File: src/rtl/led_run_monitor.sv
// Running-light LED bus reader: recovers step direction and period from the
// active-low one-cold LED pattern and classifies the period into a speed mode.
module led_run_monitor #(
  parameter int unsigned CNT_W = 24,
  parameter int unsigned TH01  = 1800000,
  parameter int unsigned TH12  = 3750000,
  parameter int unsigned TH23  = 7500000
) (
  input  logic             clk,
  input  logic             rst,
  input  logic [3:0]       prled_n,
  output logic             valid,
  output logic             dir,
  output logic [1:0]       mode,
  output logic [CNT_W-1:0] period,
  output logic             step_stb,
  output logic             err
);

  localparam logic [CNT_W-1:0] T01 = CNT_W'(TH01);
  localparam logic [CNT_W-1:0] T12 = CNT_W'(TH12);
  localparam logic [CNT_W-1:0] T23 = CNT_W'(TH23);

  typedef enum logic [1:0] {IDLE, SYNC1, SYNC2, LOCK} state_t;

  state_t           state;
  logic [3:0]       sync_a, sync_b, prev;
  logic [CNT_W-1:0] cnt, period_next;
  logic             dir_tmp;
  logic             legal, changed, step_ok, bad, step_dir, cnt_max;
  logic [1:0]       delta, mode_next;

  function automatic logic [1:0] pos_of(input logic [3:0] p);
    logic [1:0] r;
    r = 2'd0;
    for (int unsigned i = 0; i < 4; i++)
      if (!p[i]) r = 2'(i);
    return r;
  endfunction

  always_comb begin
    legal       = (sync_b == 4'b1110) || (sync_b == 4'b1101) ||
                  (sync_b == 4'b1011) || (sync_b == 4'b0111);
    changed     = (sync_b != prev);
    // delta 1 = forward, 3 = backward, 2 = illegal jump (mod-4 arithmetic)
    delta       = pos_of(sync_b) - pos_of(prev);
    step_ok     = changed && legal && delta[0];
    bad         = changed && !(legal && delta[0]);
    step_dir    = delta[1];
    cnt_max     = &cnt;
    period_next = cnt_max ? cnt : cnt + CNT_W'(1);
    mode_next   = 2'd3;
    if (period_next < T01)      mode_next = 2'd0;
    else if (period_next < T12) mode_next = 2'd1;
    else if (period_next < T23) mode_next = 2'd2;
  end

  always_ff @(posedge clk or negedge rst) begin
    if (!rst) begin
      sync_a   <= '1;
      sync_b   <= '1;
      prev     <= '1;
      cnt      <= '0;
      state    <= IDLE;
      dir_tmp  <= 1'b0;
      valid    <= 1'b0;
      dir      <= 1'b0;
      mode     <= '0;
      period   <= '0;
      step_stb <= 1'b0;
      err      <= 1'b0;
    end else begin
      sync_a   <= prled_n;
      sync_b   <= sync_a;
      prev     <= sync_b;
      step_stb <= 1'b0;
      err      <= 1'b0;
      if (!cnt_max) cnt <= cnt + CNT_W'(1);

      if (state == IDLE) begin
        if (legal) begin
          state <= SYNC1;
          cnt   <= '0;
        end
      end else if (bad) begin
        err   <= 1'b1;
        valid <= 1'b0;
        state <= IDLE;
        cnt   <= '0;
      end else if (step_ok) begin
        cnt <= '0;
        if (state == SYNC1) begin
          state   <= SYNC2;
          dir_tmp <= step_dir;
        end else if (state == SYNC2 && step_dir != dir_tmp) begin
          dir_tmp <= step_dir;
        end else begin
          state    <= LOCK;
          valid    <= 1'b1;
          dir      <= step_dir;
          period   <= period_next;
          mode     <= mode_next;
          step_stb <= 1'b1;
        end
      end else if (cnt_max && state != SYNC1) begin
        // a step arriving on the saturating cycle wins over the timeout
        state <= SYNC1;
        valid <= 1'b0;
      end
    end
  end

endmodule

File: config.mk
export PLATFORM = sky130hd
export DESIGN_NAME = led_run_monitor
export DESIGN_NICKNAME = d
export VERILOG_FILES = /design/src/rtl/led_run_monitor.sv
export SDC_FILE = /design/constraint.sdc
export NUM_CORES = 1
export LEC_CHECK = 0
export ABC_CLOCK_PERIOD_IN_PS = 2300
export BUFFER_PORTS_ARGS = -buffer_cell sky130_fd_sc_hd__buf_2
export CORE_MARGIN = 3
export CORE_UTILIZATION = 52
export DETAILED_ROUTE_END_ITERATION = 7
export PLACE_DENSITY = 0.72
export SLEW_MARGIN = 20
export SYNTH_ARGS = -nofsm -noshare
export SYNTH_HDL_FRONTEND = slang
export SYNTH_SLANG_ARGS = --single-unit
File: constraint.sdc
create_clock -name clk -period 2.3 [get_ports clk]
set_input_delay 0.46 -clock clk [delete_from_list [all_inputs] [get_ports clk]]
set_output_delay 0.46 -clock clk [all_outputs]
set_load 0.005 [all_outputs]
* Word level (Yosys, flattened, before mapping)
Index checks and enable logic that the tools add are counted.
Operators by class: $add $sub $neg 2, $mul 0, div/mod/pow operators 0, $lt $le $gt $ge 3, equal/unequal tests 13, shifts and indexed selects 0, mux-type cells 35, bitwise logic cells 4, reductions and logical operators 19
Operator list (number):
- $mux 24 | 5
- $mux 2 | 13
- $add 24x1->24 const B | 1
- $lt 24x21->1 const B | 1
- $lt 24x22->1 const B | 1
- $lt 24x23->1 const B | 1
- $reduce_and 24->1 | 1
- $mux 1 | 17
- $eq 4x4->1 const B | 3
- $reduce_and 4->1 | 2
- $logic_and 1x1->1 | 6
- $ne 3x3->1 const B | 2
- $ne 5x5->1 const B | 1
- $reduce_and 5->1 | 1
- $eq 4x3->1 const B | 1
- $ne 4x4->1 | 1
- $not 1->1 | 4
- $reduce_bool 4->1 | 1
- $logic_or 1x1->1 | 3
- $reduce_and 3->1 | 1
- $reduce_bool 3->1 | 1
- $eq 2x1->1 const B | 1
- $eq 2x2->1 const B | 1
- $logic_not 2->1 | 1
- other kinds (6) | 6
Storage, ports and cells: bits in registers 69, bits in latches 0, RAM bits 0, memory bits (read-only) 0, output and inout port bits 30, memories kept 0

* Longest topological paths before layout
Gate-level depths: netlist (run 1).
depth in word-level cells 11, gate-level depth with buffers 11, depth with buffers taken out 11

* Least setup slack after synthesis (run 1)
No wires, ideal clock.
path kind reg-to-reg, start point register sync_b[1], end point register period[7], library setup time 0.137 ns, arrival time 2.363 ns, required time 2.163 ns, slack -0.200 ns, cell stages (with the launch flop) 11, cell sequence dfstp_2 -> inv_1 -> a21boi_0 -> ha_1 -> xnor3_1 -> xnor2_1 -> nand2b_1 -> nand3_1 -> clkbuf_1 -> clkbuf_1 -> o21ai_0
On the way: cells in the longest elaborated chain, start to end 9
RTL lines:
- start: declaration | line 27 | logic [3:0] sync_a, sync_b, prev;
- start signal: assignment | line 74 | sync_b <= sync_a;
- $mux 1 / $eq 4x4->1 (equally long branches) | line 37, 42
- $mux 2 / $logic_or 1x1->1 (equally long branches) (2 in a row) | line 37, 42
- $sub 2x2->2 / $logic_or 1x1->1 (equally long branches) | line 46, 43
- $logic_and 1x1->1 | line 48 | bad = changed && !(legal && delta[0]);
- $logic_not 1->1 | line 48
- $logic_and 1x1->1 | line 48
- $not 1->1 (no line)
- $reduce_and 5->1 (no line) *
- end signal: assignment | line 101 | period <= period_next;
- end: declaration | line 15 | output logic [CNT_W-1:0] period,
Every way passes the cells marked *; elsewhere a longest branch is shown, timed or not. A chain may end at the register's enable or synchronous reset.

* Worst setup path after layout (run 1)
start point register cnt[6], end point register mode[0]
On the way: cells in the longest elaborated chain, start to end 6
RTL lines:
- start: declaration | line 28 | logic [CNT_W-1:0] cnt, period_next;
- start signal: assignment | line 78 | if (!cnt_max) cnt <= cnt + CNT_W'(1);
- $add 24x1->24 / $reduce_and 24->1 (equally long branches) | line 51, 50
- $mux 24 * | line 51 | period_next = cnt_max ? cnt : cnt + CNT_W'(1);
- $lt 24x23->1 | line 55 | else if (period_next < T23) mode_next = 2'd2;
- $mux 1 | line 55
- $mux 2 | line 54 | else if (period_next < T12) mode_next = 2'd1;
- $mux 2 * | line 53 | if (period_next < T01) mode_next = 2'd0;
- end signal: assignment | line 102 | mode <= mode_next;
- end: declaration | line 14 | output logic [1:0] mode,
Marked as above.

==> impl_summary.md, run 1 <==
Place
The final weighted congestion in routability-driven placement is between 0.9 and 1. Detailed placement ended at an HPWL of 5560 um. Input and output buffers added on the ports amount to 35.

Synthesis
In this run, synthesis inferred 0 flip-flops with an integrated enable. After Yosys synthesis, and, or, nand and nor cells account for 20.92% of the synthesized area. Synthesis instantiated 54 different standard cells from the library. The synthesized netlist devotes 15.47% of its cell area to compound gates.

Counting every net in the synthesized netlist gives 331. Synthesis inferred 69 register bits. The adder-cell share of the synthesized area is less than 1%. Sequential cells were found to cover approximately 53% of the synthesized design area. The total of warnings raised by yosys is 0. Synthesis produced roughly 320 cells. After synthesis, the share of flip-flops with an asynchronous set or reset is 100.0%. The post-synthesis share of cell area spent on xor and xnor gates is 6.555%. The portion of synthesized area spent on multiplexers is 1.220%. The average instance in the mapped netlist occupies approximately 10 um^2.

The dominant combinational cell family by area after synthesis is simple AND/OR/NAND/NOR gates. In this run the cell area of the synthesized design comes to 0.003283 mm^2. In the synthesized netlist the dominant register cell turns out to be dfrtp_1.

Timing
The tightest hold margin is 109.1 ps. The worst slew margin relative to its limit is 60.64%. The number of max-slew violations in the final report is 0. On the final layout, the worst clock skew is 11.67 ps.

Adding up every negative setup slack in the final design gives -223.9 ps. For this run, the top clock speed supported by timing is 407.1 MHz. Setup repair after global routing could not meet its margin everywhere.

For the pin with the worst max-slew slack, the measured transition is 590.4 ps. The routed design could run at a clock period as short as 2456 ps. Setup violations remaining at the end of the flow were counted as 2. The number of endpoints with negative hold slack in the final report is 0. The post-layout worst setup margin is -156.3 ps. Dividing the final minimum period by the clock period gives 106.8%.

Critical path
The worst setup path is launched from a flop. The worst register-to-register path begins at cnt[6]. The element type at the critical path end is a flop.

In this run the critical register-to-register path is captured at mode[0]. Setup slack on the worst reg-to-reg path comes out at -160 ps. The biggest fanout along the worst timing path is 3.

The arrival time at the worst endpoint is 2690 ps. The worst setup path is of the reg2reg kind. The worst register-to-register path has a depth of 10. The critical path data required time is 2530 ps.

Clock tree
The root buffer cell chosen for the clock tree is clkbuf_8. The insertion delay to the later sink of the worst-skew pair is 350 ps. The maximum root-to-sink buffer count is 2. TritonCTS built the clock tree.

The number of H-tree branching levels is 3. After clock tree synthesis, the clock-pin slew on the worst setup and hold paths is about 70 ps. CTS saw a little under 70 sinks. In this run, CTS created clock tree buffers numbering 9.

Global routing
The global-route usage over all layers is a little under a quarter. The via count of the first global-routing pass came to 2736. Entering global routing, the biggest net connects 50 pins.

The sum of overflow across all layers after global routing is 0. The number of antenna violations at the first check in global routing is 0. The first global-routing pass estimated ~13000 um of wire.

Cells and area
For this run, the post-layout net count is around 450. Of the cells placed in the final design, the portion with a size suffix greater than 1 is 43.53%. The growth of design area from synthesis to finish is 42.07%. The number of antenna diodes in the final layout is 0.

Power
Summed over all cells, the static leakage comes to 0.002184 uW. The maximum ir drop on the vdd rail is 0.4746 mV. The ratio of total power to cell area is around 570 mW/mm^2.

Die
The area of the die is roughly 0.0073 mm^2. The area of the placeable core is 0.006026 mm^2. The floorplan has 28 rows. Measured along the y axis, the die boundary spans around 85 um. The die is 85.46 um wide. The number of primary I/O pins is 36. The starting density of the core is between 50% and 60%.

Route
After detailed routing, the number of remaining DRC violations is 0. Dividing the detail-routed via count by the number of cells gives 5.616. For this block, the routed nets add up to 8392 um of wire. The first routing iteration left 197 violations.

The first detailed-routing pass ran for 4 iterations. Dividing the detail-routed wire length by the instance count gives 16.05 um. The vias after detailed routing is just under 3k. The detail route stage leaves a number of antenna-violating nets equal to 0.

Flow run
The tool flagged a number of max-cap violations equal to 0.

Run status
The final reports fail on negative setup slack. The run finished, with violations left.

Hold path
In this run the worst hold path is classified as in2async.
==> metrics by stage <==
step                setup WS [ps]  total power [uW]  cell area, um^2  cells  utilization [%]
finish                     -156.3              2650             4664    523            77.41
floorplan                  -22.10              1506             3392    323                -
global placement           -124.9              1640             4163    490            69.08
global route               -316.9              2751             4664    523            77.41
detailed placement         -286.1              1649             4163    490            69.08
CTS                        -126.7              2618             4481    513            74.36
==> registers in the layout (all words and copies together) (netlist names) <==
signal / count
cnt: 24
period: 24
prev: 4
sync_a: 4
sync_b: 4
mode: 2
state: 2
dir: 1
dir_tmp: 1
err: 1
step_stb: 1
valid: 1
==> metal layers <==
layer | vias up | GRT usage (%) | part of all wire [%]
met3 | 29 | 3.883 | 4.6
li1 | 1405 | - | -
met5 | - | 0 | 0
met4 | 0 | 11.65 | 3.4
met2 | 98 | 34.18 | 46
met1 | 1405 | 31.57 | 46
==> how the worst max path moves through the flow <==
stage / startpoint / end / cells past startpoint
2_1_floorplan: cnt[0] / mode[0] / 9
3_3_place_gp: cnt[3] / mode[0] / 7
3_5_place_dp: cnt[1] / mode[0] / 9
4_1_cts: cnt[3] / mode[0] / 8
5_1_grt: cnt[6] / mode[0] / 10
6_report: cnt[6] / mode[0] / 10
==> cell type report <==
type                            count  area, um^2
Sequential cell                    69        1745
Multi-Input combinational cell    237        1730
Fill cell                         386        1361
Timing Repair Buffer              120       880.8
Clock buffer                       13       170.2
Tap cell                           75       93.84
Inverter                            6       25.02
Clock inverter                      3       18.77
==> logic make-up (layout without fill, tap and decap cells) <==
family / count (synthesis) / after routing
and+or+nand+nor: 132 / 132
AOI/OAI and AO/OA: 76 / 76
DFF: 69 / 69
xor gates and xnor gates: 23 / 23
buffers and inverters: 17 / 142
muxes: 4 / 4
adders and majority gates: 2 / 2
==> where the power goes <==
group	switching [uW]	internal, uW	total (uW)	leakage (uW)
logic	195	189	384	0.00117
registers	56.5	1280	1340	0.000911
clock network	443	486	929	0.0000985
total	694	1960	2650	0.00218
==> Yosys cell counts, types with 2 or more instances <==
master / instances / area share [%]
dfrtp_1: 57 / 43
nand2_1: 41 / 4.7
nor2_1: 39 / 4.5
o21ai_0: 32 / 4.9
xnor2_1: 16 / 4.3
dfstp_2: 12 / 9.6
nand3_1: 11 / 1.7
a21oi_1: 9 / 1.4
clkbuf_1: 9 / 1.0
nor3_1: 7 / 1.1
inv_1: 6 / 0.69
nand4_1: 6 / 1.1
xor2_1: 6 / 1.6
and4_1: 5 / 1.3
nor4_1: 5 / 0.95
mux2i_1: 4 / 1.2
o211ai_1: 4 / 0.91
a2111oi_2: 3 / 1.4
a21o_1: 3 / 0.69
a31oi_1: 3 / 0.57
o2111ai_1: 3 / 0.80
a2111oi_0: 2 / 0.53
a21boi_0: 2 / 0.46
and3_1: 2 / 0.38
ha_1: 2 / 0.76
nand2b_1: 2 / 0.38
nor3_4: 2 / 0.99
nor3b_1: 2 / 0.46
o21a_1: 2 / 0.46
o31ai_1: 2 / 0.46
==> placed cells by master, fill, tap and decap left out, types with 3 or more instances in the layout <==
cell type	count
and4_1	4
a21o_1	3
a31oi_1	3
o21ai_0	28
o21ai_1	4
nor4_1	3
a21oi_1	8
buf_4	80
nand4_1	6
nand3_4	3
nand3_1	9
nor3_1	6
nor2_1	38
xnor2_1	9
clkbuf_8	10
xor2_1	4
dfrtp_1	54
dfstp_2	12
dfrtp_2	3
xnor2_2	7
buf_2	35
a2111oi_4	4
buf_12	4
o211ai_1	4
inv_1	5
mux2i_1	4
nor4_2	3
nand2_1	39
==> worst max-delay path, cell delays in order (launching register included) <==
cell	delay, ps
dfrtp_1	410
buf_4	150
nand2_1	70
nor3_1	280
o211ai_1	150
o21ai_1	200
buf_4	190
o211ai_1	110
a2111oi_2	390
nor2_1	120
a311oi_1	270
==> what timing repair did <==
| item | CTS | global route |
|---|---|---|
| setup endpoints to repair | 16 | 27 |
| hold endpoints to repair | 0 | 0 |
| cloned | 0 | 1 |
| pin swaps | 8 | 12 |
| hold buffers | 0 | 0 |
| setup buffers | 7 | 9 |
| gates resized for setup | 13 | 21 |
No activity file was read; power rests on OpenSTA's default activity.
==> run 2: changes to the inputs <==
- CORE_UTILIZATION: 52 -> 35
- PLACE_DENSITY: 0.72 -> 0.51
==> impl_summary.md, run 2 (synthesis gave the netlist of run 1 again) <==
Cells and area
The largest registers in the layout are cnt x24, period x24. The growth of design area from synthesis to finish is 53.20%. The number of antenna repair diodes came to 0 (unchanged). The non-filler instance count after layout is 573 (+9.6%). The ratio of cells with drive above 1 in the final layout is 49.89% (+6.4 points). The share of the core filled with cells in the final layout came to 56.30% (-21 points).

The post-layout net count was 468 (+3.8%). The top cell types in the final layout, fill and taps aside, are 92 x buf_4, 51 x dfrtp_1, 38 x nor2_1. Leaving out fill and tap cells, the most frequent cell in the layout is buf_4.

Timing
Setup repair after global routing could not meet its margin everywhere. The final critical delay including setup and external delays came to 2412 ps (-44.48 ps). The post-layout worst setup margin was -111.8 ps (+44.48 ps). The highest clock frequency the design can meet was 414.6 MHz (+1.8%). The total negative slack is -141.2 ps (+82.69 ps).

The number of endpoints with negative hold slack in the final report is 0 (unchanged). The setup-violating endpoint count in the final report came to 2 (unchanged). The share of the clock period used by the worst path is 104.9% (-1.9 points).

The setup clock skew after layout is 12.33 ps (+0.6531 ps). The number of max-slew violations in the final report was 0 (unchanged). The tightest hold margin was 117.2 ps (+8.031 ps). The worst slew margin relative to its limit came to 74.17% (+14 points). The slew at the pin with the worst max-slew slack is 385.5 ps (-204.8 ps).

Die
The number of primary I/O pins is 36 (unchanged). The area of the placeable core is 0.008934 mm^2 (+48%). The die outline width was 102.9 um (+20%). The area of the die is 0.01058 mm^2 (+45%). The die outline height is 102.9 um (+20%). The number of placement rows came to 34 (+21%).

The starting density of the core was 36.75% (-18 points).

Power
The ratio of total power to cell area is 617.3 mW/mm^2 (+8.6%). The cell leakage power is 0.002314 uW (+6.0%). The maximum ir drop on the vdd rail is 0.2851 mV (-40%).

Global routing
The first-pass GRT wire length is 14150 um (+9.3%). The largest net degree at the start of global routing was 70 (+40%). The sum of overflow across all layers after global routing is 0 (unchanged). The global-route usage over all layers is 17.61% (-5.1 points). The number of antenna violations at the first check in global routing is 0 (unchanged). The via count of the first global-routing pass came to 2785 (+1.8%).

Route
The vias after detailed routing is 2890 (-1.6%). The number of DRC violations after detailed-routing iteration 0 is 146 (-26%). The detailed-routing iteration count for the pre-antenna-repair pass was 4 (unchanged). The residual antenna-violating net count after detailed routing is 0 (unchanged). The total length of routed wires is 8997 um (+7.2%). The final routed wire length divided by cell count is 15.70 um (-2.1%). The ratio of routed vias to standard cells is 5.044 (-10%).

The post-detailed-route DRC marker count is 0 (unchanged).

Place
The final weighted congestion in routability-driven placement came to 0.9013 (about the same). The cell total after placement is 538 (+9.8%). The number of port buffers is 35 (unchanged). The estimated wirelength of the detail-placed design is 6162 um (+11%). The post-placement worst setup slack is -178.4 ps (+107.7 ps).

Critical path
The critical path data required time is 2520 ps (about the same). The worst setup path is captured at a flop. STA classifies the critical path startpoint as a flop. The biggest fanout along the worst timing path is 3 (unchanged). The arrival time at the worst endpoint is 2630 ps (-60 ps).

The startpoint-to-endpoint class of the critical path is reg2reg.

Clock tree
The clock buffer count from CTS is 9 (unchanged). The clock transition at the register clock pins on the worst setup and hold paths after CTS is 80 ps (about the same). The number of buffers inserted by hold repair at cts is 0 (unchanged). The maximum root-to-sink buffer count is 2 (unchanged). The insertion delay to the later sink of the worst-skew pair came to 360 ps (about the same). The cell sitting at the root of the clock tree is a clkbuf_8. The number of H-tree branching levels was 3 (unchanged). The TritonCTS clock tree is yes. The clock sink count was 69 (unchanged).

Flow run
The max capacitance violation total is 0 (unchanged).

Run status
The final reports fail on negative setup slack. The run finished, with violations left.

Hold path
The tightest min-delay check is of the in2async type.
[run 2: critical path, stage by stage (launching register included)]
cell	delay, ps
dfstp_2	550
inv_2	40
a21boi_2	130
ha_2	180
xnor3_2	300
xnor2_2	180
nand2b_1	120
nand3_2	140
inv_2	140
nand2_2	90
a2111oi_4	330
a311oi_1	80
[run 2: metal layers]
layer	share of wire, %	track usage, %	vias to the layer above
met3	2.7	3.857	12
met1	50	25.58	1393
met5	0	0	-
met2	45	26.37	47
li1	-	-	1438
met4	1.8	5.378	0
[run 2: final timing paths]
kind                                 start   endpoint  slack, ps  depth (start not counted)
worst min-delay path                   rst        err        120                          2
worst min register to register   sync_a[1]  sync_b[1]        360                          0
min in group clk                prled_n[2]  sync_a[2]        200                          1
worst max register to register   sync_b[1]    mode[0]       -110                         11
max in group asynchronous              rst    cnt[21]       1860                          2
worst max-delay path             sync_b[1]    mode[0]       -110                         11
[run 2: layout make-up]
type	count	area, um^2
multi-input combinational	237	1847
inverter	6	22.52
fill	775	3904
timing repair buffer	137	996.0
tap	108	135.1
clock buffer	11	151.4
sequential	69	1749
clock inverter	5	128.9
[run 2: power breakdown]
group / total [uW] / switching, uW / internal, uW
registers: 1330 / 51.8 / 1280
logic: 404 / 202 / 202
clock network: 1370 / 475 / 893
total: 3100 / 729 / 2380
[run 2: timing repair]
action                                  4_1_cts  5_1_grt
resized for setup                            15       49
setup buffers                                 8       13
pin swaps                                    21       29
endpoints found under the setup margin        2       27
[run 2: stage by stage]
stage | cell area (um^2) | total power, uW
2_1_floorplan | 3392 | 1506
3_3_place_gp | 4304 | 1676
3_5_place_dp | 4304 | 1687
4_1_cts | 4723 | 3072
5_1_grt | 5030 | 3238
6_report | 5030 | 3105
